==> config.mk <==
export PLATFORM = sky130hd
export DESIGN_NAME = bcd_calc_engine
export DESIGN_NICKNAME = d
export VERILOG_FILES = /design/src/rtl/calc_pkg.sv /design/src/rtl/bin2bcd_seq.sv /design/src/rtl/bcd_calc_engine.sv
export SDC_FILE = /design/constraint.sdc
export NUM_CORES = 1
export LEC_CHECK = 0
export BUFFER_PORTS_ARGS = -buffer_cell sky130_fd_sc_hd__buf_2
export CAP_MARGIN = 20
export CORE_UTILIZATION = 35
export DETAILED_ROUTE_END_ITERATION = 10
export GPL_ROUTABILITY_DRIVEN = 0
export GPL_TIMING_DRIVEN = 0
export MAX_ROUTING_LAYER = met4
export SYNTH_ARGS = -nofsm -noshare
export SYNTH_HDL_FRONTEND = slang
export SYNTH_SLANG_ARGS = --single-unit
==> constraint.sdc <==
create_clock -name clk -period 6.35 [get_ports clk]
set_clock_uncertainty 0.15 [all_clocks]
set_input_delay 0.635 -clock clk [delete_from_list [all_inputs] [get_ports clk]]
set_output_delay 0.635 -clock clk [all_outputs]
set_load 0.1 [all_outputs]
==> src/rtl/calc_pkg.sv <==
// Shared encodings for the keypad calculator core: key codes, FSM states, operators.
package calc_pkg;

  localparam logic [3:0] KEY_ADD   = 4'd10;
  localparam logic [3:0] KEY_SUB   = 4'd11;
  localparam logic [3:0] KEY_MUL   = 4'd12;
  localparam logic [3:0] KEY_EQUAL = 4'd13;
  localparam logic [3:0] KEY_CLEAR = 4'd14;
  localparam logic [3:0] KEY_BKSP  = 4'd15;

  typedef enum logic [2:0] {
    ENTER_A = 3'd0,
    ENTER_B = 3'd1,
    CALC    = 3'd2,
    CONV    = 3'd3,
    SHOW    = 3'd4
  } state_t;

  typedef enum logic [1:0] {
    OP_NONE = 2'b00,
    OP_ADD  = 2'b01,
    OP_SUB  = 2'b10,
    OP_MUL  = 2'b11
  } op_t;

  function automatic int clog2(input longint value);
    int     r;
    longint v;
    r = 0;
    v = value - 1;
    while (v > 0) begin
      r++;
      v = v >> 1;
    end
    return r;
  endfunction

  function automatic op_t key_to_op(input logic [3:0] k);
    case (k)
      KEY_ADD: return OP_ADD;
      KEY_SUB: return OP_SUB;
      KEY_MUL: return OP_MUL;
      default: return OP_NONE;
    endcase
  endfunction

endpackage

==> src/rtl/bin2bcd_seq.sv <==
// Iterative double-dabble: one bit per cycle, W cycles; first step happens on the start cycle.
module bin2bcd_seq
  import calc_pkg::*;
#(
  parameter int W    = 14,
  parameter int NDIG = 4
) (
  input  logic              clk,
  input  logic              rst_n,
  input  logic              start,
  input  logic              abort,
  input  logic [W-1:0]      bin,
  output logic              done,
  output logic [4*NDIG-1:0] bcd
);
  localparam int DW = 4 * NDIG;
  localparam int CW = clog2(W + 1);

  logic [W-1:0]  bin_reg;
  logic [DW-1:0] bcd_reg;
  logic [CW-1:0] cnt_reg;
  logic [W-1:0]  src_bin;
  logic [DW-1:0] src_bcd;
  logic [DW-1:0] adj;

  // Start loads the operand and performs the first step in the same cycle.
  assign src_bin = start ? bin : bin_reg;
  assign src_bcd = start ? '0 : bcd_reg;

  generate
    for (genvar gi = 0; gi < NDIG; gi++) begin : g_adj
      assign adj[4*gi +: 4] = (src_bcd[4*gi +: 4] >= 4'd5) ? src_bcd[4*gi +: 4] + 4'd3
                                                            : src_bcd[4*gi +: 4];
    end
  endgenerate

  always_ff @(posedge clk or negedge rst_n) begin
    if (!rst_n) begin
      bin_reg <= '0;
      bcd_reg <= '0;
      cnt_reg <= '0;
    end else if (abort) begin
      cnt_reg <= '0;
    end else if (start) begin
      bcd_reg <= DW'({adj, src_bin[W-1]});
      bin_reg <= src_bin << 1;
      cnt_reg <= CW'(W - 1);
    end else if (cnt_reg != '0) begin
      bcd_reg <= DW'({adj, src_bin[W-1]});
      bin_reg <= src_bin << 1;
      cnt_reg <= cnt_reg - 1'b1;
    end
  end

  assign done = (cnt_reg == CW'(1)) && !abort;
  assign bcd  = bcd_reg;

endmodule

==> src/rtl/bcd_calc_engine.sv <==
// Multi-digit keypad calculator core: operand entry, add/sub/shift-add multiply, BCD result display.
module bcd_calc_engine
  import calc_pkg::*;
#(
  parameter int NDIG = 4
) (
  input  logic              clk,
  input  logic              rst_n,
  input  logic              key_valid,
  input  logic [3:0]        key_code,
  output logic              busy,
  output logic [4*NDIG-1:0] disp_bcd,
  output logic              disp_neg,
  output logic              overflow,
  output logic              result_valid,
  output logic [1:0]        op_ind
);
  localparam int W  = clog2(10 ** NDIG);
  localparam int DW = 4 * NDIG;
  localparam int CW = clog2(W + 1);
  localparam logic [2*W-1:0] LIMIT = (2*W)'(10 ** NDIG);

  state_t        state_reg;
  op_t           op_reg;
  logic [DW-1:0] a_bcd_reg, b_bcd_reg;
  logic [W-1:0]  a_bin_reg, b_bin_reg;
  logic [2*W-1:0] acc_reg, mcand_reg;
  logic [W-1:0]  mplier_reg;
  logic [CW-1:0] cnt_reg;
  logic          neg_reg, ovf_reg, rv_reg, conv_first_reg;

  logic key_digit, key_op, key_eq, key_clr, key_bksp;
  logic [DW-1:0]  cur_bcd, ed_bcd, conv_bcd;
  logic [W-1:0]   cur_bin, ed_bin;
  logic [2*W-1:0] mul_add, sum_res, diff_res;
  logic           is_ovf, conv_start, conv_done;

  assign key_digit = key_valid && (key_code <= 4'd9);
  assign key_op    = key_valid && (key_code >= KEY_ADD) && (key_code <= KEY_MUL);
  assign key_eq    = key_valid && (key_code == KEY_EQUAL);
  assign key_clr   = key_valid && (key_code == KEY_CLEAR);
  assign key_bksp  = key_valid && (key_code == KEY_BKSP);

  // Shared edit path for whichever operand is being entered; a full operand ignores digits.
  always_comb begin
    cur_bcd = (state_reg == ENTER_B) ? b_bcd_reg : a_bcd_reg;
    cur_bin = (state_reg == ENTER_B) ? b_bin_reg : a_bin_reg;
    ed_bcd  = cur_bcd;
    ed_bin  = cur_bin;
    if (key_digit && (cur_bcd[DW-1 -: 4] == 4'd0)) begin
      ed_bcd = (cur_bcd << 4) | DW'(key_code);
      ed_bin = cur_bin * W'(10) + W'(key_code);
    end else if (key_bksp) begin
      ed_bcd = cur_bcd >> 4;
      ed_bin = cur_bin / W'(10);
    end
  end

  assign mul_add  = mplier_reg[0] ? mcand_reg : '0;
  assign sum_res  = (2*W)'(a_bin_reg) + (2*W)'(b_bin_reg);
  assign diff_res = (a_bin_reg >= b_bin_reg) ? (2*W)'(a_bin_reg - b_bin_reg)
                                             : (2*W)'(b_bin_reg - a_bin_reg);
  assign is_ovf     = (acc_reg >= LIMIT);
  assign conv_start = (state_reg == CONV) && conv_first_reg && !is_ovf;

  bin2bcd_seq #(.W(W), .NDIG(NDIG)) u_conv (
    .clk   (clk),
    .rst_n (rst_n),
    .start (conv_start),
    .abort (key_clr),
    .bin   (acc_reg[W-1:0]),
    .done  (conv_done),
    .bcd   (conv_bcd)
  );

  always_ff @(posedge clk or negedge rst_n) begin
    if (!rst_n) begin
      state_reg <= ENTER_A; op_reg <= OP_NONE;
      a_bcd_reg <= '0; a_bin_reg <= '0; b_bcd_reg <= '0; b_bin_reg <= '0;
      acc_reg <= '0; mcand_reg <= '0; mplier_reg <= '0; cnt_reg <= '0;
      neg_reg <= 1'b0; ovf_reg <= 1'b0; rv_reg <= 1'b0; conv_first_reg <= 1'b0;
    end else begin
      rv_reg <= 1'b0;
      if (key_clr) begin
        state_reg <= ENTER_A; op_reg <= OP_NONE;
        a_bcd_reg <= '0; a_bin_reg <= '0; b_bcd_reg <= '0; b_bin_reg <= '0;
        neg_reg <= 1'b0; ovf_reg <= 1'b0; conv_first_reg <= 1'b0;
      end else begin
        case (state_reg)
          ENTER_A: begin
            if (key_digit || key_bksp) begin
              a_bcd_reg <= ed_bcd; a_bin_reg <= ed_bin;
            end else if (key_op) begin
              op_reg <= key_to_op(key_code);
              b_bcd_reg <= '0; b_bin_reg <= '0;
              state_reg <= ENTER_B;
            end
          end
          ENTER_B: begin
            if (key_digit || key_bksp) begin
              b_bcd_reg <= ed_bcd; b_bin_reg <= ed_bin;
            end else if (key_op) begin
              op_reg <= key_to_op(key_code);
            end else if (key_eq) begin
              acc_reg <= '0;
              mcand_reg <= (2*W)'(a_bin_reg);
              mplier_reg <= b_bin_reg;
              cnt_reg <= CW'(W);
              state_reg <= CALC;
            end
          end
          CALC: begin
            if (op_reg == OP_MUL) begin
              acc_reg <= acc_reg + mul_add;
              mcand_reg <= mcand_reg << 1;
              mplier_reg <= mplier_reg >> 1;
              cnt_reg <= cnt_reg - 1'b1;
              if (cnt_reg == CW'(1)) begin
                state_reg <= CONV; conv_first_reg <= 1'b1;
              end
            end else begin
              acc_reg <= (op_reg == OP_SUB) ? diff_res : sum_res;
              neg_reg <= (op_reg == OP_SUB) && (a_bin_reg < b_bin_reg);
              state_reg <= CONV; conv_first_reg <= 1'b1;
            end
          end
          CONV: begin
            conv_first_reg <= 1'b0;
            if (conv_first_reg && is_ovf) begin
              ovf_reg <= 1'b1; rv_reg <= 1'b1; state_reg <= SHOW;
            end else if (conv_done) begin
              rv_reg <= 1'b1; state_reg <= SHOW;
            end
          end
          SHOW: begin
            if (key_digit) begin
              a_bcd_reg <= DW'(key_code); a_bin_reg <= W'(key_code);
              b_bcd_reg <= '0; b_bin_reg <= '0;
              neg_reg <= 1'b0; ovf_reg <= 1'b0; op_reg <= OP_NONE;
              state_reg <= ENTER_A;
            end else if (key_op) begin
              // Chaining only carries a displayable, non-negative result forward.
              if (!neg_reg && !ovf_reg) begin
                a_bcd_reg <= conv_bcd; a_bin_reg <= acc_reg[W-1:0];
              end else begin
                a_bcd_reg <= '0; a_bin_reg <= '0;
              end
              b_bcd_reg <= '0; b_bin_reg <= '0;
              neg_reg <= 1'b0; ovf_reg <= 1'b0;
              op_reg <= key_to_op(key_code);
              state_reg <= ENTER_B;
            end
          end
          default: state_reg <= ENTER_A;
        endcase
      end
    end
  end

  always_comb begin
    case (state_reg)
      ENTER_B, CALC, CONV: disp_bcd = b_bcd_reg;
      SHOW:                disp_bcd = ovf_reg ? '0 : conv_bcd;
      default:             disp_bcd = a_bcd_reg;
    endcase
  end

  assign busy         = (state_reg == CALC) || (state_reg == CONV);
  assign disp_neg     = neg_reg;
  assign overflow     = ovf_reg;
  assign result_valid = rv_reg;
  assign op_ind       = op_reg;

endmodule

## After elaboration in Yosys (flattened, before gate mapping)

Index checks and enable logic that the tools add are counted.

- Output and inout bits: 22
- Register bits after elaboration: 177
- Input bits: 7

- Bitwise gates (word level): 2
- Reduce and logical (&&, ||, !) cells: 43
- Multiply operators: 1
- Div/mod/pow operators: 1
- Add/sub/neg operators: 11
- Eq/ne operators: 30
- Order comparisons: 10
- Multiplexer cells: 100

Operators with widths:

| kind | count |
|---|---|
| 28-bit two-way mux | 11 |
| 14-bit two-way mux | 19 |
| 16-bit two-way mux | 16 |
| 28-bit case mux with 2 select lines | 2 |
| 16-bit case mux with 2 select lines | 2 |
| 14-bit case mux with 2 select lines | 2 |
| 16-bit case mux with 3 select lines | 1 |
| 14-bit case mux with 3 select lines | 1 |
| 4-bit two-way mux | 10 |
| 3-bit two-way mux | 12 |
| 14-bit by 14-bit subtractor with 15-bit output | 2 |
| 28-bit adder | 1 |
| 28-bit by 14-bit greater-or-equal comparator with 1-bit output (second input constant) | 1 |
| 4-bit == test (second input constant) | 6 |
| 3-bit by 2-bit inequality test with 1-bit output (second input constant) | 8 |
| 3-bit nonzero test | 6 |
| 4-bit by 3-bit greater-or-equal comparator with 1-bit output (second input constant) | 4 |
| 16-bit by 4-bit bitwise OR with 16-bit output | 1 |
| 14-bit by 14-bit adder with 15-bit output | 1 |
| 3-bit case mux with 5 select lines | 1 |
| 14-bit by 4-bit adder with 14-bit output | 1 |
| 14-bit by 4-bit divider with 14-bit output (second input constant) | 1 |
| 14-bit greater-or-equal comparator | 1 |
| 14-bit less-than comparator | 1 |
| 34 further kinds | 87 |

## Longest topological paths before layout

- Depth after elaboration: 8
- Gate-level depth with buffers: 28

## Hierarchy

Synthesis repeated with hierarchy kept, for this count alone.

- Cells, all modules: 1912
- Area, all modules: 15197.1 um^2

Modules (own cells, without submodules):

| module | area an instance (um^2) | seq. area each (um^2) | instances | cells an instance |
|---|---|---|---|---|
| bcd_calc_engine | 13327.8 | 3578.4 | 1 | 1711 |
| bin2bcd_seq | 1869.3 | 825.8 | 1 | 201 |

## Least setup slack after synthesis

Ideal clock, no wire load.

- Path kind: register to register
- Start: register state_reg[1]
- End: register a_bin_reg[13]
- Clock period less this slack: 5.079 ns
- Cell stages (with the launch flop): 28
- Data required time: 6.067 ns
- Slack: 1.271 ns
- Buffers on the path: 5
- Library setup time: 0.133 ns
- Data arrival time: 4.797 ns
- Cell sequence: dfrtp_1 > buf_6 > nor3b_2 > buf_2 > buf_4 > clkbuf_1 > clkbuf_1 > nor2_1 > a21oi_1 > inv_1 > ha_1 > inv_1 > fa_1 > inv_1 > a21oi_1 > o21ai_0 > a21oi_1 > nor2_1 > nor2_1 > xnor2_1 > nand2_1 > nor2_1 > nand3b_1 > xnor2_1 > o21ai_0 > nor2_1 > a211oi_1 > a21oi_1

- Word-level cells in the longest chain between the ends: 8
- Elaborated cells on any way between the ends: 19
- Classes of those cells: add/sub: 1; mul: 1; div: 1; eq/ne: 4; mux: 7; reduce/logical: 5

RTL lines:

| element | line | text |
|---|---|---|
| from (decl) | bcd_calc_engine.sv:23 | `state_t state_reg;` |
| from (signal assigned) | bcd_calc_engine.sv:78 | `state_reg <= ENTER_A; op_reg <= OP_NONE;` |
| from (signal assigned) | bcd_calc_engine.sv:85 | `state_reg <= ENTER_A; op_reg <= OP_NONE;` |
| from (signal assigned) | bcd_calc_engine.sv:96 | `state_reg <= ENTER_B;` |
| 3-bit by 1-bit == test with 1-bit output | bcd_calc_engine.sv:46, bcd_calc_engine.sv:47 |  |
| 14-bit two-way mux / 16-bit two-way mux (equally long branches) | bcd_calc_engine.sv:47, bcd_calc_engine.sv:46 |  |
| 14-bit by 4-bit divider with 14-bit output, or another cell as far along | bcd_calc_engine.sv:55 | `ed_bin = cur_bin / W'(10);` |
| 14-bit two-way mux, or another cell as far along | bcd_calc_engine.sv:53 | `end else if (key_bksp) begin` |
| 14-bit two-way mux | bcd_calc_engine.sv:50 | `if (key_digit && (cur_bcd[DW-1 -: 4] == 4'd0)) begin` |
| 14-bit two-way mux | bcd_calc_engine.sv:91 | `if (key_digit \|\| key_bksp) begin` |
| 14-bit case mux with 2 select lines | bcd_calc_engine.sv:89 | `case (state_reg)` |
| 14-bit two-way mux | bcd_calc_engine.sv:84 | `if (key_clr) begin` |
| to (signal assigned) | bcd_calc_engine.sv:137 | `a_bcd_reg <= DW'(key_code); a_bin_reg <= W'(key_code);` |
| to (signal assigned) | bcd_calc_engine.sv:144 | `a_bcd_reg <= conv_bcd; a_bin_reg <= acc_reg[W-1:0];` |
| to (decl) | bcd_calc_engine.sv:26 | `logic [W-1:0] a_bin_reg, b_bin_reg;` |

Parallel ways exist; a longest one is shown, timed or not. The select of a mux whose other input is x is not followed.
A chain may end at the register's enable or synchronous reset.

## Worst setup path in the final report

Same ends and word-level chain as after synthesis.

==> run_results.csv <==
group,metric,value,unit
floorplan,start_util,0.358,
cells_and_area,fin_util,0.395,
cells_and_area,final_common_cell,"nand2_1",
grt,first_global_vias,14500,
synthesis,syn_area_per_cell,7.91,um^2
synthesis,synth_seq_cells,176,
drt,first_iter_violations,1301,
cells_and_area,layout.cells.non_filler,2557,
drt,route.detailed.wl_per_inst,20.4,um
synthesis,yosysTopAreaCell,"dfrtp_1",
outcome,violations,"negative hold slack",
drt,dr_total_vias,15000,
sta,finalMaxSlewViolations,0,
sta,worst_slack,0.442,ns
sta,min_period,5.91,ns
floorplan,row_count,75,
grt,grt_antenna_before_repair,0,
synthesis,synthArstFlopShare,1.00,
placed_design,place_ws,-0.0335,ns
clock_network,cts_max_path_buffers,2,
cells_and_area,fin_nets,2084,
worst_setup_path,r2r_slack,0.44,ns
clock_network,clk_pin_slew_worst_paths,0.08,ns
grt,grt.met2_usage,0.371,
drt,first_pass_iters,6,
clock_network,clockRootBuffer,"clkbuf_16",
floorplan,io_pins,29,
grt,grt_max_degree,107,
grt,grt_usage,0.246,
cells_and_area,layout_common_cells,"nand2_1 (263), dfrtp_1 (176), a21oi_1 (166)",
sta,worst_pin_slew,1.04,ns
cells_and_area,area_growth,10.2,%
synthesis,yosysSeqAreaShare,0.290,
worst_setup_path,path_class,"reg2reg",
clock_network,cts_made_buffers,17,
outcome,status,"finished, violations left",
power_and_ir_drop,power_per_cell_area,624,nW/um^2
floorplan,die_h,210,um
grt,busiest_layer,"met2",
power_and_ir_drop,vdd_drop_max,0.657,mV
grt,gr-usage-met3,0.0331,
synthesis,synthTopCellsByArea,"dfrtp_1 (29%), ha_1 (8.6%), nand2_1 (6.5%), a21oi_1 (5.6%), o21ai_0 (4.9%)",
flow_run,cap_violations,0,
power_and_ir_drop,p_leak,7.39,nW
synthesis,netlist.area_leader.share,0.290,
drt,via_per_inst,5.87,
clock_network,clock-sinks,176,
worst_setup_path,crit_path_start_kind,"flop",
clock_network,postCtsHoldBufs,0,
cells_and_area,antennaDiodeCount,0,
floorplan,dieArea,44200,um^2
sta,fmax,0.169,GHz
cells_and_area,drive_gt1_frac,0.0662,
worst_setup_path,critPathRequiredTime,6.53,ns
min_path,hold_class,"in2async",
synthesis,synth_cell_type_count,100,
sta,slew_headroom,0.305,
worst_setup_path,path_max_fanout,19,
floorplan,die_x,210,um
sta,fin_setup_tns,0,ns
sta,setup_violations,0,
placed_design,port-buffer-count,28,
grt,grt_first_pass_wirelength,82700,um
drt,ant_nets,0,
synthesis,syn_nets,2036,
grt,grt_overflow,0,
worst_setup_path,end_kind,"flop",
worst_setup_path,cp.arrival,6.09,ns
floorplan,core_area,42400,um^2
drt,drt_drc_violations_left,0,
synthesis,yosysWarnings,0,
synthesis,synthCells,1919,
synthesis,synth-edff-count,0,
sta,post-route-period-util,0.930,
sta,rsz0062_at_grt,"no",
drt,wirelength,52100,um
clock_network,clk_latency,0.46,ns
synthesis,ys.flop_type,"dfrtp_1",
sta,hold_viol_final,17,
synthesis,netlist_area,15200,um^2
sta,holdWs,-0.0201,ns
placed_design,dp_hpwl,39700,um
placed_design,dp_cells,2526,
clock_network,cts_max_level,4,
clock_network,cts_tree,"yes",
grt,grtUsageMet1,0.335,
## critical path, cell delays in order, from the launching register on
cell      delay (ns)
dfrtp_1         0.38
buf_6           0.13
nor3b_2         0.54
buf_2           0.33
buf_4           0.30
clkbuf_1        0.37
nor2_1          0.09
a21oi_2         0.36
inv_1           0.17
ha_1            0.35
inv_1           0.07
fa_1            0.45
inv_1           0.07
a21oi_1         0.06
o21ai_0         0.25
a21oi_1         0.11
nor2_1          0.12
nor2_1          0.06
xnor2_1         0.26
nand2_1         0.11
nor2_1          0.19
nand3b_1        0.11
xnor2_1         0.13
o21ai_0         0.21
nor2_1          0.09
a211oi_1        0.23
a21oi_1         0.06
## Yosys cell counts, types with 17 or more instances
library cell and instances:
ha_1 104, a211oi_1 23, a21o_1 25, nand2_1 263, a31oi_1 37, and2_1 40
a221oi_1 20, nand2b_1 17, nand3_1 56, dfrtp_1 176, nor2_1 153, a21oi_1 169
nor2b_1 23, xnor2_1 55, o21ai_0 148, xor2_1 20, mux2i_1 59, clkbuf_1 102
nor3_1 30, o21bai_1 22, inv_1 90, a22o_1 21
## path summary, 6_finish.rpt
| kind | from | to | cells after the start |
|---|---|---|---|
| max | state_reg[1]$_DFFE_PN0P_ | a_bin_reg[13]$_DFFE_PN0P_ | 26 |
| min | rst_n | mcand_reg[11]$_DFFE_PN0P_ | 1 |
| max reg2reg | state_reg[1]$_DFFE_PN0P_ | a_bin_reg[13]$_DFFE_PN0P_ | 26 |
| max in group asynchronous | rst_n | u_conv.bcd[2]$_DFFE_PN0P_ | 2 |
| min reg2reg | u_conv.bin_reg[1]$_DFFE_PN0P_ | u_conv.bin_reg[1]$_DFFE_PN0P_ | 2 |
| min in group clk | u_conv.bin_reg[1]$_DFFE_PN0P_ | u_conv.bin_reg[1]$_DFFE_PN0P_ | 2 |
## report_power, final
| part | internal (mW) | switching (mW) |
|---|---|---|
| clock network | 0.619 | 0.547 |
| logic | 2.55 | 4.70 |
| registers | 1.49 | 0.534 |
| total | 4.66 | 5.78 |
## per-stage QoR
| stage | power, mW | area (um^2) |
|---|---|---|
| after floorplan | 7.33 | 15200 |
| after global placement | 8.98 | 16100 |
| after detailed placement | 9.09 | 16100 |
| after CTS | 10.3 | 16700 |
| after global routing | 11.2 | 16700 |
| final | 10.4 | 16700 |
## layer usage
layer  share of wire  vias up
met1            0.46     7307
met5               0        -
met3           0.068      104
met4           0.029        0
met2            0.45      591
li1                -     6999
## cell families after synthesis
group                      after synthesis  share of synthesized area
buffers and inverters                  217                     0.0577
DFF                                    176                      0.290
adders and majority gates              111                     0.0943
muxes                                   70                     0.0497
and+or+nand+nor                        653                      0.198
AOI/OAI and AO/OA                      617                      0.267
xor gates and xnor gates                75                     0.0432
## layout make-up
class	count	area (um^2)
well taps	577	722
clock inverters	13	173
fillers	4441	25700
flip-flops and latches	176	4400
inverters	93	352
repair buffers	30	185
plain buffers	123	520
clock buffers	19	453
multi-input cells	1526	9920
## repair_timing
item                       in CTS  in global routing
setup endpoints to repair       1                  9
resized for setup               1                  2
buffers inserted                0                  0
hold endpoints to repair        0                  0
Power figures use the tool's default switching activity.
